`src/rtl/scpad_types_pkg.sv`:
```
// Shared scratchpad types: request/response payloads, requester ids and default
// bank-port queue depths.
package scpad_types_pkg;

    localparam int SCPAD_ID_WIDTH   = 4;
    localparam int SCPAD_ADDR_WIDTH = 12;
    localparam int SCPAD_DATA_WIDTH = 32;
    localparam int SCPAD_TAG_WIDTH  = 4;

    localparam int SCPAD_RD_DEPTH = 4;
    localparam int SCPAD_WR_DEPTH = 4;

    localparam logic SCPAD_SRC_BE = 1'b1;
    localparam logic SCPAD_SRC_FE = 1'b0;

    typedef struct packed {
        logic                        write;
        logic [SCPAD_ADDR_WIDTH-1:0] addr;
        logic [SCPAD_DATA_WIDTH-1:0] wdata;
        logic [SCPAD_TAG_WIDTH-1:0]  tag;
    } scpad_req_t;

    typedef struct packed {
        logic [SCPAD_DATA_WIDTH-1:0] data;
        logic [SCPAD_TAG_WIDTH-1:0]  tag;
    } rd_rsp_t;

    // A buffered read response, tagged with the requester it returns to.
    typedef struct packed {
        logic    src;
        rd_rsp_t rsp;
    } rd_rsp_entry_t;

endpackage

```
`src/rtl/scpad_sync_fifo.sv`:
```
// Generic synchronous FIFO with a registered head. Pop on empty is ignored;
// push on full is accepted only when a pop frees a slot in the same cycle.
module scpad_sync_fifo #(
    parameter type T     = logic,
    parameter int  DEPTH = 4
) (
    input  logic clk,
    input  logic n_rst,
    input  logic push,
    input  T     push_data,
    input  logic pop,
    output T     head,
    output logic full,
    output logic empty
);

    localparam int AW = $clog2(DEPTH);
    localparam logic [AW:0] FULL_CNT = DEPTH[AW:0];

    T              mem [DEPTH];
    logic [AW-1:0] wr_ptr;
    logic [AW-1:0] rd_ptr;
    logic [AW:0]   count;
    logic          do_push;
    logic          do_pop;

    assign full    = (count == FULL_CNT);
    assign empty   = (count == '0);
    assign do_pop  = pop && !empty;
    assign do_push = push && (!full || do_pop);
    assign head    = mem[rd_ptr];

    // Storage needs no reset; the count alone decides what is valid.
    always_ff @(posedge clk) begin
        if (do_push) begin
            mem[wr_ptr] <= push_data;
        end
    end

    always_ff @(posedge clk or negedge n_rst) begin
        if (!n_rst) begin
            wr_ptr <= '0;
            rd_ptr <= '0;
            count  <= '0;
        end else begin
            if (do_push) begin
                wr_ptr <= wr_ptr + AW'(1);
            end
            if (do_pop) begin
                rd_ptr <= rd_ptr + AW'(1);
            end
            if (do_push && !do_pop) begin
                count <= count + (AW + 1)'(1);
            end else if (do_pop && !do_push) begin
                count <= count - (AW + 1)'(1);
            end
        end
    end

endmodule

```
`src/rtl/scpad_tail.sv`:
```
// Response side of one scratchpad bank port: routes in-order read data and write
// acks back to FE/BE and returns credit stalls to the request head.
module scpad_tail
    import scpad_types_pkg::*;
#(
    parameter logic [SCPAD_ID_WIDTH-1:0] IDX      = '0,
    parameter int                        RD_DEPTH = SCPAD_RD_DEPTH,
    parameter int                        WR_DEPTH = SCPAD_WR_DEPTH
) (
    input  logic    clk,
    input  logic    n_rst,
    input  logic    rd_issue_valid,
    input  logic    rd_issue_src,
    input  logic    wr_issue_valid,
    input  logic    wr_issue_src,
    input  logic    body_rd_rsp_valid,
    input  rd_rsp_t body_rd_rsp,
    input  logic    body_wr_ack_valid,
    output logic    be_rd_rsp_valid,
    output rd_rsp_t be_rd_rsp,
    input  logic    be_rd_rsp_ready,
    output logic    fe_rd_rsp_valid,
    output rd_rsp_t fe_rd_rsp,
    input  logic    fe_rd_rsp_ready,
    output logic    be_wr_ack,
    output logic    fe_wr_ack,
    output logic    r_stall,
    output logic    w_stall,
    output logic    err
);

    localparam int RCW = $clog2(RD_DEPTH) + 1;
    localparam int WCW = $clog2(WR_DEPTH) + 1;
    localparam logic [RCW-1:0] RD_FULL = RD_DEPTH[RCW-1:0];
    localparam logic [WCW-1:0] WR_FULL = WR_DEPTH[WCW-1:0];

    // The bank id is consumed only by the parent for naming and selection.
    localparam logic [SCPAD_ID_WIDTH-1:0] unused_idx = IDX;

    logic          rd_src_full, rd_src_empty, rd_src_head;
    logic          wr_src_full, wr_src_empty, wr_src_head;
    logic          rsp_full, rsp_empty;
    rd_rsp_entry_t rsp_in, rsp_head;

    logic          rd_push, rd_src_pop, rsp_pop;
    logic          wr_push, wr_src_pop;
    logic [RCW-1:0] rd_cnt;
    logic [WCW-1:0] wr_cnt;

    // Offending issues (while stalled) and orphan completions are dropped here.
    assign rd_push    = rd_issue_valid && !r_stall && !rd_src_full;
    assign rd_src_pop = body_rd_rsp_valid && !rd_src_empty && (!rsp_full || rsp_pop);
    assign wr_push    = wr_issue_valid && !w_stall && !wr_src_full;
    assign wr_src_pop = body_wr_ack_valid && !wr_src_empty;

    assign rsp_in.src = rd_src_head;
    assign rsp_in.rsp = body_rd_rsp;

    scpad_sync_fifo #(.T(logic), .DEPTH(RD_DEPTH)) u_rd_src (
        .clk       (clk),
        .n_rst     (n_rst),
        .push      (rd_push),
        .push_data (rd_issue_src),
        .pop       (rd_src_pop),
        .head      (rd_src_head),
        .full      (rd_src_full),
        .empty     (rd_src_empty)
    );

    scpad_sync_fifo #(.T(rd_rsp_entry_t), .DEPTH(RD_DEPTH)) u_rd_rsp (
        .clk       (clk),
        .n_rst     (n_rst),
        .push      (rd_src_pop),
        .push_data (rsp_in),
        .pop       (rsp_pop),
        .head      (rsp_head),
        .full      (rsp_full),
        .empty     (rsp_empty)
    );

    scpad_sync_fifo #(.T(logic), .DEPTH(WR_DEPTH)) u_wr_src (
        .clk       (clk),
        .n_rst     (n_rst),
        .push      (wr_push),
        .push_data (wr_issue_src),
        .pop       (wr_src_pop),
        .head      (wr_src_head),
        .full      (wr_src_full),
        .empty     (wr_src_empty)
    );

    // Handshake: a read response transfers on a cycle where the requester's
    // valid and ready are both high; until then valid stays high and the payload
    // holds. Only the buffer head is offered, so a stalled head blocks the other
    // requester's queued data.
    assign be_rd_rsp_valid = !rsp_empty && (rsp_head.src == SCPAD_SRC_BE);
    assign fe_rd_rsp_valid = !rsp_empty && (rsp_head.src == SCPAD_SRC_FE);
    assign be_rd_rsp       = be_rd_rsp_valid ? rsp_head.rsp : '0;
    assign fe_rd_rsp       = fe_rd_rsp_valid ? rsp_head.rsp : '0;
    assign rsp_pop         = (be_rd_rsp_valid && be_rd_rsp_ready) ||
                             (fe_rd_rsp_valid && fe_rd_rsp_ready);

    assign r_stall = (rd_cnt == RD_FULL);
    assign w_stall = (wr_cnt == WR_FULL);

    always_ff @(posedge clk or negedge n_rst) begin
        if (!n_rst) begin
            rd_cnt <= '0;
            wr_cnt <= '0;
        end else begin
            if (rd_push && !rsp_pop) begin
                rd_cnt <= rd_cnt + RCW'(1);
            end else if (rsp_pop && !rd_push) begin
                rd_cnt <= rd_cnt - RCW'(1);
            end
            if (wr_push && !wr_src_pop) begin
                wr_cnt <= wr_cnt + WCW'(1);
            end else if (wr_src_pop && !wr_push) begin
                wr_cnt <= wr_cnt - WCW'(1);
            end
        end
    end

    always_ff @(posedge clk or negedge n_rst) begin
        if (!n_rst) begin
            be_wr_ack <= 1'b0;
            fe_wr_ack <= 1'b0;
            err       <= 1'b0;
        end else begin
            be_wr_ack <= wr_src_pop && (wr_src_head == SCPAD_SRC_BE);
            fe_wr_ack <= wr_src_pop && (wr_src_head == SCPAD_SRC_FE);
            err       <= err
                         || (body_rd_rsp_valid && rd_src_empty)
                         || (body_wr_ack_valid && wr_src_empty)
                         || (rd_issue_valid && r_stall)
                         || (wr_issue_valid && w_stall);
        end
    end

endmodule

```
`config.mk`:
```
export PLATFORM = sky130hd
export DESIGN_NAME = scpad_tail
export DESIGN_NICKNAME = d
export VERILOG_FILES = /design/src/rtl/scpad_types_pkg.sv /design/src/rtl/scpad_sync_fifo.sv /design/src/rtl/scpad_tail.sv
export SDC_FILE = /design/constraint.sdc
export NUM_CORES = 1
export LEC_CHECK = 0
export ABC_AREA = 1
export CORE_MARGIN = 2
export CORE_UTILIZATION = 45
export CTS_CLUSTER_DIAMETER = 60
export DETAILED_ROUTE_END_ITERATION = 10
export PLACE_DENSITY = 0.73
export REMOVE_ABC_BUFFERS = 1
export SLEW_MARGIN = 5
export SYNTH_ARGS = -nofsm -noshare
export SYNTH_HDL_FRONTEND = slang
export SYNTH_SLANG_ARGS = --single-unit
export TNS_END_PERCENT = 20
```
`constraint.sdc`:
```
create_clock -name clk -period 5.2 [get_ports clk]
set_input_delay 1.3 -clock clk [delete_from_list [all_inputs] [get_ports clk]]
set_output_delay 1.3 -clock clk [all_outputs]
set_load 0.02 [all_outputs]
```
==> results.md <==
* Largest net degree at the start of global routing at 45
* Grt ovf at 0
* Seq/Total Area, Yosys at 68.6%
* R2r endpoint: u_rd_rsp.mem[2][26]
* Routed Antenna Nets at 0
* CTS tree: built
* Hold Path Stages at 1
* Worst Setup Start Kind: register
* Final Setup Violations at 0
* Rel. slew slack at 38.3%
* Worst hold slack at 0.480 ns
* Slew Viols, Final at 0
* Setup TNS at 0 ns
* Cts repair resizes at 0
* Crit-path max FO at 37
* Mean Syn Cell Area at 12.1 um^2
* I/O pin count at 125
* H-tree levels at 4
* Iteration count of the initial detailed-routing pass at 5
* Layout cells sized above 1 at 7.12%
* Hold Path Origin: u_wr_src.rd_ptr[1]
* Ys Warns at 0
* DP Wirelength at 10.8 mm
* Arrival time at the worst endpoint at 3.60 ns
* Die area at 18700 um^2
* Clk sinks at 186
* Tmin final at 4.90 ns
* Post-CTS Setup Bufs at 0
* All-layer global routing usage at 18.4%
* DR WL/cell at 16.8 um
* Core Area at 17200 um^2
* DRT Wirelength at 17.0 mm
* First-pass GRT wire length at 26.0 mm
* Antenna cells at 0
* # fillers at 1355
* Final worst-path cycle share at 94.2%
* Initial core utilization at 46.0%
* Hold EP: u_wr_src.rd_ptr[1]
* Critical path class: reg2out
* GP Congestion at 0.770
* Clock transition at path regs at 0.06 ns
* Clk_skew at 0.00747 ns
* CP endpoint kind: primary output
* Max IR drop VDD at 0.000508 V
* Row cnt at 48
* DR iter-0 viols at 481
* Die width at 137 um
* FF-to-FF Start: u_rd_rsp.rd_ptr[0]
* Final nets at 843
* Max cap viols at 0
* PortBufs at 124
* Static leakage at 3.72 nW
* Synthesis-stage register bit count at 186
* Final core occ at 57.8%
* Final Hold Viols at 0
* PD cells at 719 nW/um^2
* R2R setup slack at 1.79 ns
* Vias per inst at 5.24
* Clk buf depth at 2
* Syn-to-layout area delta at 25.8%
* Clk Latency, worst-skew pair at 0.43 ns
* Number of global-route vias before repair at 5180
* CTS Hold Bufs at 0
* F_max at 0.204 GHz
* Post-Synthesis Cells at 654
* RSZ-0062 raised after global routing: false
* CTS buffer count at 17
* Crit path required time at 3.90 ns
* CTS root buf: clkbuf_16
* DR vias at 5307
* Initial antenna violation count at 0
* R2R cell count at 9
* Worst-Margin Slew at 0.924 ns
* Worst min path class: reg2reg
* Die Ht at 137 um
* Synth unique cells at 27
* DRC violations left at 0
* Status: completed
* Pwr Total at 7.17 mW
* Cell area after synthesis at 7920 um^2
[cell type report]
| cell class | instances | area [um^2] | area share, % |
|---|---|---|---|
| sequential | 186 | 5440 | 54.5 |
| clock buffer | 19 | 433 | 4.34 |
| timing repair buffer | 133 | 1310 | 13.1 |
| tap | 225 | 282 | 2.82 |
| clock inverter | 12 | 148 | 1.48 |
| inverter | 47 | 176 | 1.77 |
| multi-input combinational | 390 | 2190 | 21.9 |
[cells in the mapped netlist]
| cell type | n | area share (%) |
|---|---|---|
| a21oi_1 | 43 | 2.7 |
| a311oi_1 | 1 | 0.11 |
| a32o_1 | 36 | 4.5 |
| a32oi_1 | 1 | 0.11 |
| buf_2 | 28 | 1.8 |
| buf_4 | 1 | 0.095 |
| clkbuf_1 | 2 | 0.095 |
| dfrtp_1 | 30 | 9.5 |
| edfxtp_1 | 156 | 59 |
| fa_1 | 5 | 1.3 |
| ha_1 | 17 | 2.7 |
| inv_1 | 45 | 2.1 |
| inv_2 | 2 | 0.095 |
| mux2_2 | 5 | 0.71 |
| nand2_1 | 140 | 6.6 |
| nand2_2 | 1 | 0.079 |
| nand2_4 | 1 | 0.14 |
| nand3_1 | 7 | 0.44 |
| nand3_2 | 4 | 0.51 |
| nand4_1 | 1 | 0.079 |
| nor2_1 | 100 | 4.7 |
| nor3_1 | 3 | 0.19 |
| o21ai_0 | 9 | 0.57 |
| o22ai_1 | 1 | 0.079 |
| or3_1 | 1 | 0.079 |
| xnor2_1 | 6 | 0.66 |
| xor2_1 | 8 | 0.88 |
[how the worst max path moves through the flow]
stage               cells after the start  slack (ns)            endpoint          startpoint
global route                            6        0.03        be_rd_rsp[5]  u_rd_rsp.rd_ptr[0]
floorplan                               8        0.16  u_rd_rsp.mem[0][0]  u_rd_rsp.rd_ptr[0]
CTS                                     6        0.30       be_rd_rsp[32]  u_rd_rsp.rd_ptr[0]
detailed placement                      6        0.76       be_rd_rsp[32]  u_rd_rsp.rd_ptr[0]
global placement                        6        0.91        be_rd_rsp[6]  u_rd_rsp.rd_ptr[0]
finish                                  6        0.30       be_rd_rsp[32]  u_rd_rsp.rd_ptr[0]
[per-stage QoR]
step / instances / setup WS, ns / cell area, um^2
after floorplan: 623 / 0.156 / 7770
after global placement: 981 / 0.912 / 9390
after detailed placement: 981 / 0.760 / 9390
after CTS: 1012 / 0.297 / 9970
after global routing: 1012 / 0.0274 / 9970
final: 1012 / 0.300 / 9970
[cells in the final DEF (no fill, tap or decap), types with 5 or more instances in the layout]
master,n
inv_1,44
edfxtp_1,156
a21oi_1,43
o21ai_0,9
nand2_1,140
mux2_2,5
clkdlybuf4s50_1,124
nand3_1,7
nor2_1,96
fa_1,5
ha_1,17
dfrtp_1,29
xnor2_1,6
buf_4,9
a32o_1,36
xor2_1,8
clkbuf_16,17
[state kept, by name, indices dropped and copies added, names as in the netlist, 3 cells and up]
name,count
u_wr_src.mem,4
wr_cnt,3
u_rd_rsp.mem,148
u_wr_src.count,3
u_rd_rsp.count,3
rd_cnt,3
u_rd_src.count,3
u_rd_src.mem,4
[where the power goes]
| part | total (mW) | switching [mW] | internal [mW] |
|---|---|---|---|
| registers | 2.23 | 0.202 | 2.03 |
| clock network | 1.28 | 0.528 | 0.752 |
| logic | 3.66 | 2.16 | 1.50 |
| total | 7.17 | 2.89 | 4.28 |
[routing by layer]
layer / routed length [um] / share of wire (%) / track usage, %
met1: 7010 / 41 / 22.7
met2: 8590 / 50 / 31.7
met3: 1190 / 7.0 / 4.59
met4: 254 / 1.5 / 6.37
met5: 0 / 0 / 0
[worst max-delay path: stages, from the launching register on]
cell and delay (ns):
dfrtp_2 0.65, inv_2 0.55, nand2_1 0.14, nand3_2 0.12
nand3_2 0.72, nor2_1 0.34, clkdlybuf4s50_1 0.65
[cell families after synthesis]
family	synth area share, %
simple gates	12.9
flops	68.6
compound gates	8.13
buf+inv	4.18
fa+ha+maj	3.95
xor+xnor	1.55
mux	0.711
No activity file was read; power rests on OpenSTA's default activity.
